### src/rtl/mac_stream_driver_if.sv
// Operand-beat and result streams between a producer/consumer and mac_stream_driver.
interface mac_stream_driver_if #(
  parameter int bw      = 4,
  parameter int psum_bw = 16
);
  logic              in_valid;
  logic              in_ready;
  logic [4*bw-1:0]   in_x;
  logic [4*bw-1:0]   in_w;
  logic              in_last;
  logic              out_valid;
  logic              out_ready;
  logic [psum_bw-1:0] out_data;
  logic              out_err;

  modport master (
    output in_valid, in_x, in_w, in_last, out_ready,
    input  in_ready, out_valid, out_data, out_err
  );

  modport slave (
    input  in_valid, in_x, in_w, in_last, out_ready,
    output in_ready, out_valid, out_data, out_err
  );
endinterface

### src/rtl/mac_stream_driver.sv
// Streams 4-lane operand beats into an external combinational mac_wrapper and
// returns the accumulated dot product, force-terminating vectors at max_beats.
module mac_stream_driver #(
  parameter int bw        = 4,
  parameter int psum_bw   = 16,
  parameter int max_beats = 16
) (
  input  logic               clk,
  input  logic               reset,
  mac_stream_driver_if.slave bus,
  output logic [bw-1:0]      x0,
  output logic [bw-1:0]      x1,
  output logic [bw-1:0]      x2,
  output logic [bw-1:0]      x3,
  output logic [bw-1:0]      w0,
  output logic [bw-1:0]      w1,
  output logic [bw-1:0]      w2,
  output logic [bw-1:0]      w3,
  output logic [psum_bw-1:0] psum_in,
  input  logic [psum_bw-1:0] mac_out
);

  localparam int cw = $clog2(max_beats);
  localparam logic [cw-1:0] cnt_zero_c = {cw{1'b0}};
  localparam logic [cw-1:0] cnt_one_c  = {{(cw-1){1'b0}}, 1'b1};
  localparam logic [cw-1:0] cnt_last_c = cw'(max_beats - 1);

  typedef enum logic [1:0] {
    IDLE  = 2'd0,
    ACC   = 2'd1,
    DRAIN = 2'd2,
    DONE  = 2'd3
  } state_t;

  state_t               state_r;
  state_t               state_s;
  logic [cw-1:0]        cnt_r;
  logic [cw-1:0]        cnt_s;
  logic [cw-1:0]        base_cnt_s;
  logic                 in_ready_s;
  logic                 accept_s;
  logic                 overrun_s;
  logic                 final_s;

  logic [bw-1:0]        x_r [0:3];
  logic [bw-1:0]        w_r [0:3];
  logic                 stage_valid_r;
  logic                 first_r;
  logic [psum_bw-1:0]   psum_r;
  logic [psum_bw-1:0]   psum_in_s;

  logic                 err_pend_r;
  logic                 out_valid_r;
  logic                 out_valid_s;
  logic                 out_load_s;
  logic [psum_bw-1:0]   out_data_r;
  logic                 out_err_r;

  // Input handshake and vector-termination decode; in_ready depends on state only.
  always_comb begin
    in_ready_s = 1'b0;
    case (state_r)
      IDLE:    in_ready_s = 1'b1;
      ACC:     in_ready_s = 1'b1;
      DRAIN:   in_ready_s = 1'b0;
      DONE:    in_ready_s = 1'b0;
      default: in_ready_s = 1'b0;
    endcase

    accept_s = bus.in_valid && in_ready_s;

    // A beat taken in IDLE always starts a fresh count, whatever cnt_r holds.
    if (state_r == IDLE) begin
      base_cnt_s = cnt_zero_c;
    end else begin
      base_cnt_s = cnt_r;
    end

    overrun_s = accept_s && !bus.in_last && (base_cnt_s == cnt_last_c);
    final_s   = accept_s && (bus.in_last || overrun_s);

    if (accept_s) begin
      cnt_s = base_cnt_s + cnt_one_c;
    end else if (state_r == IDLE) begin
      cnt_s = cnt_zero_c;
    end else begin
      cnt_s = cnt_r;
    end
  end

  // Next-state logic.
  always_comb begin
    state_s = state_r;
    case (state_r)
      IDLE: begin
        if (final_s) begin
          state_s = DRAIN;
        end else if (accept_s) begin
          state_s = ACC;
        end else begin
          state_s = IDLE;
        end
      end
      ACC: begin
        if (final_s) begin
          state_s = DRAIN;
        end else begin
          state_s = ACC;
        end
      end
      DRAIN: state_s = DONE;
      DONE: begin
        if (out_valid_r && bus.out_ready) begin
          state_s = IDLE;
        end else begin
          state_s = DONE;
        end
      end
      default: state_s = IDLE;
    endcase
  end

  // State register and beat counter.
  always_ff @(posedge clk or posedge reset) begin
    if (reset) begin
      state_r <= IDLE;
      cnt_r   <= cnt_zero_c;
    end else begin
      state_r <= state_s;
      cnt_r   <= cnt_s;
    end
  end

  // Operand stage: holds the accepted beat for one cycle, zeros otherwise.
  always_ff @(posedge clk or posedge reset) begin
    if (reset) begin
      for (int k = 0; k < 4; k++) begin
        x_r[k] <= {bw{1'b0}};
        w_r[k] <= {bw{1'b0}};
      end
      stage_valid_r <= 1'b0;
      first_r       <= 1'b0;
    end else if (accept_s) begin
      for (int k = 0; k < 4; k++) begin
        x_r[k] <= bus.in_x[bw*k +: bw];
        w_r[k] <= bus.in_w[bw*k +: bw];
      end
      stage_valid_r <= 1'b1;
      first_r       <= (state_r == IDLE);
    end else begin
      for (int k = 0; k < 4; k++) begin
        x_r[k] <= {bw{1'b0}};
        w_r[k] <= {bw{1'b0}};
      end
      stage_valid_r <= 1'b0;
      first_r       <= 1'b0;
    end
  end

  // First beat of a vector starts from zero so no stale sum leaks between vectors.
  always_comb begin
    if (!stage_valid_r || first_r) begin
      psum_in_s = {psum_bw{1'b0}};
    end else begin
      psum_in_s = psum_r;
    end
  end

  // Partial-sum register captures the mac result of each staged beat.
  always_ff @(posedge clk or posedge reset) begin
    if (reset) begin
      psum_r <= {psum_bw{1'b0}};
    end else if (stage_valid_r) begin
      psum_r <= mac_out;
    end else begin
      psum_r <= psum_r;
    end
  end

  // Result handshake: the result is published one cycle after DONE is entered.
  always_comb begin
    out_load_s  = (state_r == DONE) && !out_valid_r;
    out_valid_s = (state_r == DONE) && !(out_valid_r && bus.out_ready);
  end

  // Result registers; data and error only change when a new result is loaded.
  always_ff @(posedge clk or posedge reset) begin
    if (reset) begin
      err_pend_r  <= 1'b0;
      out_valid_r <= 1'b0;
      out_data_r  <= {psum_bw{1'b0}};
      out_err_r   <= 1'b0;
    end else begin
      if (final_s) begin
        err_pend_r <= overrun_s;
      end else begin
        err_pend_r <= err_pend_r;
      end
      out_valid_r <= out_valid_s;
      if (out_load_s) begin
        out_data_r <= psum_r;
        out_err_r  <= err_pend_r;
      end else begin
        out_data_r <= out_data_r;
        out_err_r  <= out_err_r;
      end
    end
  end

  assign bus.in_ready  = in_ready_s;
  assign bus.out_valid = out_valid_r;
  assign bus.out_data  = out_data_r;
  assign bus.out_err   = out_err_r;

  assign x0 = x_r[0];
  assign x1 = x_r[1];
  assign x2 = x_r[2];
  assign x3 = x_r[3];
  assign w0 = w_r[0];
  assign w1 = w_r[1];
  assign w2 = w_r[2];
  assign w3 = w_r[3];
  assign psum_in = psum_in_s;

endmodule

### src/flat_wrapper.sv
// flat-port wrapper written by rule: the top's interface ports become plain ports
module mac_stream_driver_flat 
#(
  parameter int bw        = 4,
  parameter int psum_bw   = 16,
  parameter int max_beats = 16
)
  (clk, reset, x0, x1, x2, x3, w0, w1, w2, w3, psum_in, mac_out, bus_in_valid, bus_in_x, bus_in_w, bus_in_last, bus_out_ready, bus_in_ready, bus_out_valid, bus_out_data, bus_out_err);
  mac_stream_driver_if #(.bw(bw), .psum_bw(psum_bw)) bus_i ();
  input  logic clk;
  input  logic reset;
  output logic [bw-1:0] x0;
  output logic [bw-1:0] x1;
  output logic [bw-1:0] x2;
  output logic [bw-1:0] x3;
  output logic [bw-1:0] w0;
  output logic [bw-1:0] w1;
  output logic [bw-1:0] w2;
  output logic [bw-1:0] w3;
  output logic [psum_bw-1:0] psum_in;
  input  logic [psum_bw-1:0] mac_out;
  input wire logic [$bits(bus_i.in_valid)-1:0] bus_in_valid;
  input wire logic [$bits(bus_i.in_x)-1:0] bus_in_x;
  input wire logic [$bits(bus_i.in_w)-1:0] bus_in_w;
  input wire logic [$bits(bus_i.in_last)-1:0] bus_in_last;
  input wire logic [$bits(bus_i.out_ready)-1:0] bus_out_ready;
  output wire logic [$bits(bus_i.in_ready)-1:0] bus_in_ready;
  output wire logic [$bits(bus_i.out_valid)-1:0] bus_out_valid;
  output wire logic [$bits(bus_i.out_data)-1:0] bus_out_data;
  output wire logic [$bits(bus_i.out_err)-1:0] bus_out_err;
  assign bus_i.in_valid = bus_in_valid;
  assign bus_i.in_x = bus_in_x;
  assign bus_i.in_w = bus_in_w;
  assign bus_i.in_last = bus_in_last;
  assign bus_i.out_ready = bus_out_ready;
  assign bus_in_ready = bus_i.in_ready;
  assign bus_out_valid = bus_i.out_valid;
  assign bus_out_data = bus_i.out_data;
  assign bus_out_err = bus_i.out_err;
  mac_stream_driver #(.bw(bw), .psum_bw(psum_bw), .max_beats(max_beats)) u_core (.clk(clk), .reset(reset), .bus(bus_i), .x0(x0), .x1(x1), .x2(x2), .x3(x3), .w0(w0), .w1(w1), .w2(w2), .w3(w3), .psum_in(psum_in), .mac_out(mac_out));
endmodule
### config.mk
export PLATFORM = sky130hd
export DESIGN_NAME = mac_stream_driver_flat
export DESIGN_NICKNAME = d
export VERILOG_FILES = /design/src/rtl/mac_stream_driver_if.sv /design/src/rtl/mac_stream_driver.sv /design/src/flat_wrapper.sv
export SDC_FILE = /design/constraint.sdc
export NUM_CORES = 1
export LEC_CHECK = 0
export ABC_CLOCK_PERIOD_IN_PS = 8200
export BUFFER_PORTS_ARGS = -buffer_cell sky130_fd_sc_hd__buf_2
export CORE_AREA = 5 5 94 96
export DETAILED_ROUTE_END_ITERATION = 10
export DIE_AREA = 0 0 99 101
export SLEW_MARGIN = 20
export SYNTH_ARGS = -nofsm -noshare
export SYNTH_HDL_FRONTEND = slang
export SYNTH_SLANG_ARGS = --single-unit
### constraint.sdc
create_clock -name clk -period 8.2 [get_ports clk]
set_clock_uncertainty 0.05 [all_clocks]
set_input_delay 2.05 -clock clk [delete_from_list [all_inputs] [get_ports clk]]
set_output_delay 2.05 -clock clk [all_outputs]
set_load 0.05 [all_outputs]
==> summary.txt, run 1 <==
STA
  – Worst slew pin tran: 0.9659 ns
  – PnR worst setup slack: 3.705 ns
  – Setup TNS: 0 ns
  – Max Fclk: 0.2225 GHz
  – Max_slew headroom: 35.61%
  – Final Hold Viols: 0
  – Hold_ws: 0.4366 ns
  – Pins Over Slew Limit: 0
  – Min Clock Period, post-route: 4.495 ns
  – Setup-failing EPs final: 0
  – RSZ-0062 raised after global routing: no
  – Final period util: a little over half

Synth
  – Syn_area_per_cell: 14.37 µm²
  – Cell taking the most area after synthesis: dfrtp_1
  – Syn Inst Count: 197
  – Yosys warning count: 0
  – #FFs+latches synth: 75
  – Post-synthesis sequential area ratio: 66.28%
  – Area contributors post-synth: dfrtp_1 66%, and2_1 11%, mux2_2 9.5%
  – Syn nets: 251
  – Synthesized area: about 2800 µm²
  – Yosys top cell area share: 66.28%
  – Count of cell types in the netlist: 24

Die
  – Starting Density: 35.53%
  – Core Box Area: 7969 µm²
  – Boundary Pins: 120
  – DIE AREA: 9999 µm²
  – Die Span X: slightly below 100 µm
  – Die height: 101 µm
  – Row count: 33

Clocking
  – CTS root buf: clkbuf_8
  – Setup bufs post-CTS: 0
  – CTS H-Tree Depth: 3
  – CTS tree: yes
  – CTS Hold Buffers Added: 0
  – Cts repair resizes: 0
  – Clk Latency, worst-skew pair: ~0.33 ns
  – CTS buffer count: 9
  – Clock Path Buffers: 2
  – Sink Count: 75
  – Clk slew on worst S/H paths: 0.08 ns

Power
  – Overall power: 1553 µW
  – Max VDD drop: 0.1287 mV
  – Pwr per Cell Area: 418.2 nW/µm²
  – Pleak: around 0.002 µW

Min path
  – Min-Delay Path Class: flop to flop
  – Hold Path End: u_core.bus.out_valid
  – Hold Path Stages: 1
  – Worst min-delay path startpoint: u_core.bus.out_valid

GRT
  – First-pass GRT wire length: 9611 µm
  – All-Layer GR Usage: 12.36%
  – GRT overflow: 0
  – Largest net degree at the start of global routing: 76
  – Vias in the first global route: 1942
  – Initial antenna violation count: 0

Detailed routing
  – Routed WL: 5794 µm
  – Post-route ant nets: 0
  – WL per Instance: 13.51 µm
  – Vias per std cell: 4.305
  – Drt pass-1 iters: 5
  – Vias: 1847
  – Drt drc: 0
  – Drt initial violations: 56

Worst setup path
  – Worst Path Required: 6.10 ns
  – R2R Path Start: u_core.state_r[0]
  – CP endpoint kind: primary output
  – R2R Path End: u_core.bus.out_data[11]
  – Nature of the critical path startpoint: flop
  – Cells on worst reg2reg path: 3
  – Buffers and inverters on the worst path: 1
  – Kind of critical path: flop to primary output
  – CP max FO: 17
  – Top delay family on crit path: simple AND/OR/NAND/NOR gates
  – CP arrival: 2.39 ns
  – Worst-path cell chain: nor2b_1, and2_1, buf_2
  – Slowest cell on crit path: nor2b_1
  – Worst path max stage delay: 0.78 ns
  – Reg2Reg Setup Slack: 6.30 ns

Status
  – Status: finished, final reports clean

Placement
  – Hpwl dp: about 4200 µm
  – Pre-CTS setup slack: 3.979 ns
  – # port buffers: 119
  – Placer Congestion: 0.7141

Cells and area
  – Layout cells sized above 1: 52.16%
  – # diodes: 0
  – Layout area overhead: 31.15%
  – Most common cell after layout, fill and taps aside: buf_2
  – Nets@finish: roughly 370
  – Most frequent cells in the layout: 119 x buf_2, 75 x dfrtp_1, 48 x and2_1

Flow run
  – Max-cap violation count: 0
-- where the power goes --
part,switching (µW),internal [µW],leakage [µW],total [µW]
clock,128,171,0.000103,299
combinational,458,231,0.000936,689
sequential,73.1,493,0.000951,566
-- worst max-delay path by stage --
stage / startpoint / endpoint / slack [ns] / depth (start not counted)
floorplan: reset / u_core.bus.out_data[0] / 4.19 / 1
global placement: u_core.stage_valid_r / psum_in[0] / 4.08 / 3
detailed placement: u_core.stage_valid_r / psum_in[14] / 3.98 / 3
CTS: u_core.stage_valid_r / psum_in[14] / 3.59 / 3
global route: u_core.stage_valid_r / psum_in[6] / 3.43 / 3
finish: u_core.stage_valid_r / psum_in[14] / 3.71 / 3
-- through the flow --
stage | utilization (%) | cell area, µm² | cells
4_1_cts | 46.60 | 3714 | 429
5_1_grt | 46.60 | 3714 | 429
2_1_floorplan | - | 2831 | 197
3_5_place_dp | 43.98 | 3505 | 413
6_report | 46.60 | 3714 | 429
3_3_place_gp | 43.98 | 3505 | 413
-- sequential cells by signal, indices dropped and copies added, names as in the netlist, 2 cells and up --
| signal | flops |
|---|---|
| u_core.bus.out_data | 16 |
| u_core.w1 | 4 |
| u_core.x0 | 4 |
| u_core.state_r | 2 |
| u_core.cnt_r | 4 |
| u_core.w2 | 4 |
| u_core.w0 | 4 |
| u_core.x3 | 4 |
| u_core.x1 | 4 |
| u_core.w3 | 4 |
| u_core.x2 | 4 |
| u_core.psum_r | 16 |
-- routing by layer --
layer,track usage [%],vias to the layer above,routed length (µm)
met1,16.16,854,2528
li1,-,887,-
met2,16.48,101,2257
met4,4.097,0,57
met3,8.028,5,951
met5,0,-,0
-- synth_stat cells --
| cell type | n |
|---|---|
| dfrtp_1 | 75 |
| and2_1 | 48 |
| mux2_2 | 24 |
| mux2_4 | 10 |
| nand2_1 | 5 |
| clkbuf_1 | 4 |
| a21oi_1 | 3 |
| buf_2 | 3 |
| inv_1 | 3 |
| nor2_1 | 3 |
| nor2b_1 | 3 |
| nand3_1 | 2 |
| o211ai_1 | 2 |
| o21ai_0 | 2 |
| buf_12 | 1 |
| buf_6 | 1 |
| ha_1 | 1 |
| nand2b_1 | 1 |
| nand4_1 | 1 |
| o21a_1 | 1 |
| or2_1 | 1 |
| or3_1 | 1 |
| xnor2_1 | 1 |
| xor2_1 | 1 |
-- cell families (layout without fill, tap and decap cells) --
logic type / Yosys count / after routing / share of synthesized area [%]
muxes: 34 / 34 / 14.85
DFF: 75 / 75 / 66.28
and+or+nand+nor: 65 / 65 / 13.57
buffers and inverters: 12 / 139 / 2.563
xor gates and xnor gates: 2 / 2 / 0.6188
adders and majority gates: 1 / 1 / 0.4418
AOI/OAI and AO/OA: 8 / 8 / 1.679
-- final cells by class --
type	count	area, µm²
clock buffer	11	131.4
fill	753	4255
timing repair buffer	120	603.1
clock inverter	5	77.57
multi-input combinational	110	882.1
tap	105	131.4
sequential	75	1877
inverter	3	11.26
(Power assumes the default switching activity.)
==> run 2, diff against run 1 <==
--- a/config.mk
+++ b/config.mk
@@ -5,11 +5,12 @@
 export SDC_FILE = /design/constraint.sdc
 export NUM_CORES = 1
 export LEC_CHECK = 0
-export ABC_CLOCK_PERIOD_IN_PS = 8200
+export ABC_CLOCK_PERIOD_IN_PS = 3690
 export BUFFER_PORTS_ARGS = -buffer_cell sky130_fd_sc_hd__buf_2
 export CORE_AREA = 5 5 94 96
 export DETAILED_ROUTE_END_ITERATION = 10
 export DIE_AREA = 0 0 99 101
+export PLACE_DENSITY = 0.66
 export SLEW_MARGIN = 20
 export SYNTH_ARGS = -nofsm -noshare
 export SYNTH_HDL_FRONTEND = slang
==> constraint.sdc (replaced) <==
create_clock -name clk -period 3.69 [get_ports clk]
set_clock_uncertainty 0.05 [all_clocks]
set_input_delay 0.9225 -clock clk [delete_from_list [all_inputs] [get_ports clk]]
set_output_delay 0.9225 -clock clk [all_outputs]
set_load 0.05 [all_outputs]
==> summary.txt, run 2 (synthesis gave the netlist of run 1 again) <==
Status
  – Status: finished, final reports clean

Power
  – Clock power share: 21.0% (+1.8 points)
  – Flop pwr share: 35.1% (-1.3 points)
  – Pleak: 0.002019 µW (+1.4%)
  – Sw Pwr: 1472 µW (+120%)
  – Sw Ratio: 41.37% (-1.1 points)
  – Overall power: 3559 µW (+130%)
  – Pwr per Cell Area: 942.8 nW/µm² (+130%)
  – Max VDD drop: 0.3703 mV (+190%)
  – P_int: 2087 µW (+130%)
  – Combinational Power Share: 43.9% (-0.4 points)

Min path
  – Min-Delay Path Class: flop to flop

Clocking
  – Setup bufs post-CTS: 0 (unchanged)
  – CTS tree: yes
  – Clk slew on worst S/H paths: 0.08 ns (about the same)
  – CTS root buf: clkbuf_8
  – Sink Count: 75 (unchanged)
  – CTS Hold Buffers Added: 0 (unchanged)
  – Clk Latency, worst-skew pair: 0.33 ns (about the same)
  – CTS H-Tree Depth: 3 (unchanged)
  – Cts repair resizes: 0 (unchanged)
  – Clock Path Buffers: 2 (unchanged)
  – CTS buffer count: 9 (unchanged)

Placement
  – Placed cell count: 415 (+0.48%)
  – Placed standard-cell area: 3532 µm² (+0.79%)
  – Placer Congestion: 0.7098 (-0.60%)
  – Hpwl dp: 4509 µm (+8.2%)
  – # port buffers: 119 (unchanged)

Die
  – Starting Density: 35.53% (unchanged)
  – Row count: 33 (unchanged)
  – DIE AREA: 9999 µm² (unchanged)
  – Boundary Pins: 120 (unchanged)
  – Core Box Area: 7969 µm² (unchanged)
  – Die height: 101 µm (unchanged)
  – Die Span X: 99 µm (unchanged)

Detailed routing
  – Routed WL: 5959 µm (+2.8%)
  – Drt initial violations: 26 (-54%)
  – Drt drc: 0 (unchanged)
  – Post-route ant nets: 0 (unchanged)
  – Vias: 1866 (+1.0%)
  – WL per Instance: 13.83 µm (+2.4%)
  – Drt pass-1 iters: 4 (-1)
  – Vias per std cell: 4.329 (+0.56%)

Cells and area
  – Most common cell after layout, fill and taps aside: buf_2
  – FILL cells: 744 (-1.2%)
  – Most frequent cells in the layout: 119 x buf_2, 75 x dfrtp_1, 48 x and2_1
  – Layout area overhead: 33.32%
  – Sequential cell area: 1877 µm² (unchanged)
  – Post-route insts no fill: 431 (+0.47%)
  – Design Area, Final: 3775 µm² (+1.7%)
  – # diodes: 0 (unchanged)
  – Nets@finish: 375 (+0.54%)
  – Layout cells sized above 1: 52.45% (+0.29 points)
  – Area of the multi-input gates: 882.1 µm² (unchanged)

GRT
  – Initial antenna violation count: 0 (unchanged)
  – Largest net degree at the start of global routing: 40 (-47%)
  – All-Layer GR Usage: 12.59% (+0.23 points)
  – First-pass GRT wire length: 9729 µm (+1.2%)
  – Vias in the first global route: 2000 (+3.0%)
  – GRT overflow: 0 (unchanged)

STA
  – Max_slew headroom: 35.08% (-0.53 points)
  – Setup-failing EPs final: 0 (unchanged)
  – Final Hold Viols: 0 (unchanged)
  – Max Fclk: 0.3819 GHz
  – Setup TNS: 0 ns (unchanged)
  – Min Clock Period, post-route: 2.619 ns
  – Pins Over Slew Limit: 0 (unchanged)
  – RSZ-0062 raised after global routing: no
  – Worst slew pin tran: 0.9738 ns (+0.007889 ns)
  – Final period util: 70.97%

Worst setup path
  – CP max FO: 17 (unchanged)
  – Worst Path Required: 2.72 ns (-3.38 ns)
  – CP endpoint kind: primary output
  – CP arrival: 1.65 ns (-0.74 ns)
  – Kind of critical path: flop to primary output
  – Nature of the critical path startpoint: flop

Flow run
  – Max-cap violation count: 0 (unchanged)
-- run 2: changes by cell type in the layout (fill, tap and decap cells not counted) --
cell / before / now
buf_4: 1 / 2
clkbuf_8: 9 / 10
buf_12: 0 / 1
bufinv_16: 2 / 3
clkinv_2: 2 / 0
-- run 2: power by group through the flow --
stage | sequential (µW) | clock (µW) | combinational (µW)
floorplan | 1760 | 0 | 761
global placement | 1260 | 0 | 1560
detailed placement | 1270 | 0 | 1590
CTS | 1250 | 778 | 1590
global route | 1290 | 809 | 1660
finish | 1250 | 748 | 1560
-- run 2: worst max-delay path, cell delays in order, from the launching register on --
cell and delay [ns]:
dfrtp_1 0.32, buf_4 0.23, nor2b_1 0.16, buf_4 0.19
and2_1 0.16, buf_2 0.26
-- run 2: metrics by stage --
step | util (%) | worst slack, ns | hold WS (ns)
after floorplan | - | 0.8075 | 0.4101
after global placement | 44.32 | 1.332 | 0.4283
after detailed placement | 44.32 | 1.305 | 0.4313
after CTS | 47.37 | 1.045 | 0.4501
after global routing | 47.37 | 0.9639 | 0.4712
final | 47.37 | 1.071 | 0.4415
-- run 2: cell type report --
cell class                      instances  share of cell area [%]
Sequential cell                        75                   49.72
Multi-Input combinational cell        110                   23.37
Timing Repair Buffer                  122                   16.71
Clock buffer                           12                   3.845
Tap cell                              105                   3.480
Clock inverter                          4                   2.585
Inverter                                3                  0.2983
-- run 2: per-layer routing --
layer | vias up | GRT usage, % | part of all wire [%]
met5 | - | 0 | 0
met4 | 0 | 5.357 | 1.4
met3 | 11 | 6.713 | 14
met2 | 102 | 18.60 | 43
met1 | 865 | 15.34 | 41
li1 | 888 | - | -
-- run 2: worst paths after layout --
| kind | from | endpoint | slack (ns) | depth (start not counted) |
|---|---|---|---|---|
| worst max-delay path | u_core.stage_valid_r | psum_in[14] | 1.07 | 5 |
| worst min-delay path | u_core.bus.out_valid | u_core.bus.out_valid | 0.44 | 1 |
| worst max register to register | u_core.state_r[0] | u_core.bus.out_data[12] | 1.79 | 3 |
| worst min register to register | u_core.bus.out_valid | u_core.bus.out_valid | 0.44 | 1 |
| max in group asynchronous | reset | u_core.x1[1] | 2.22 | 3 |
| min in group asynchronous | reset | u_core.x0[1] | 0.68 | 2 |
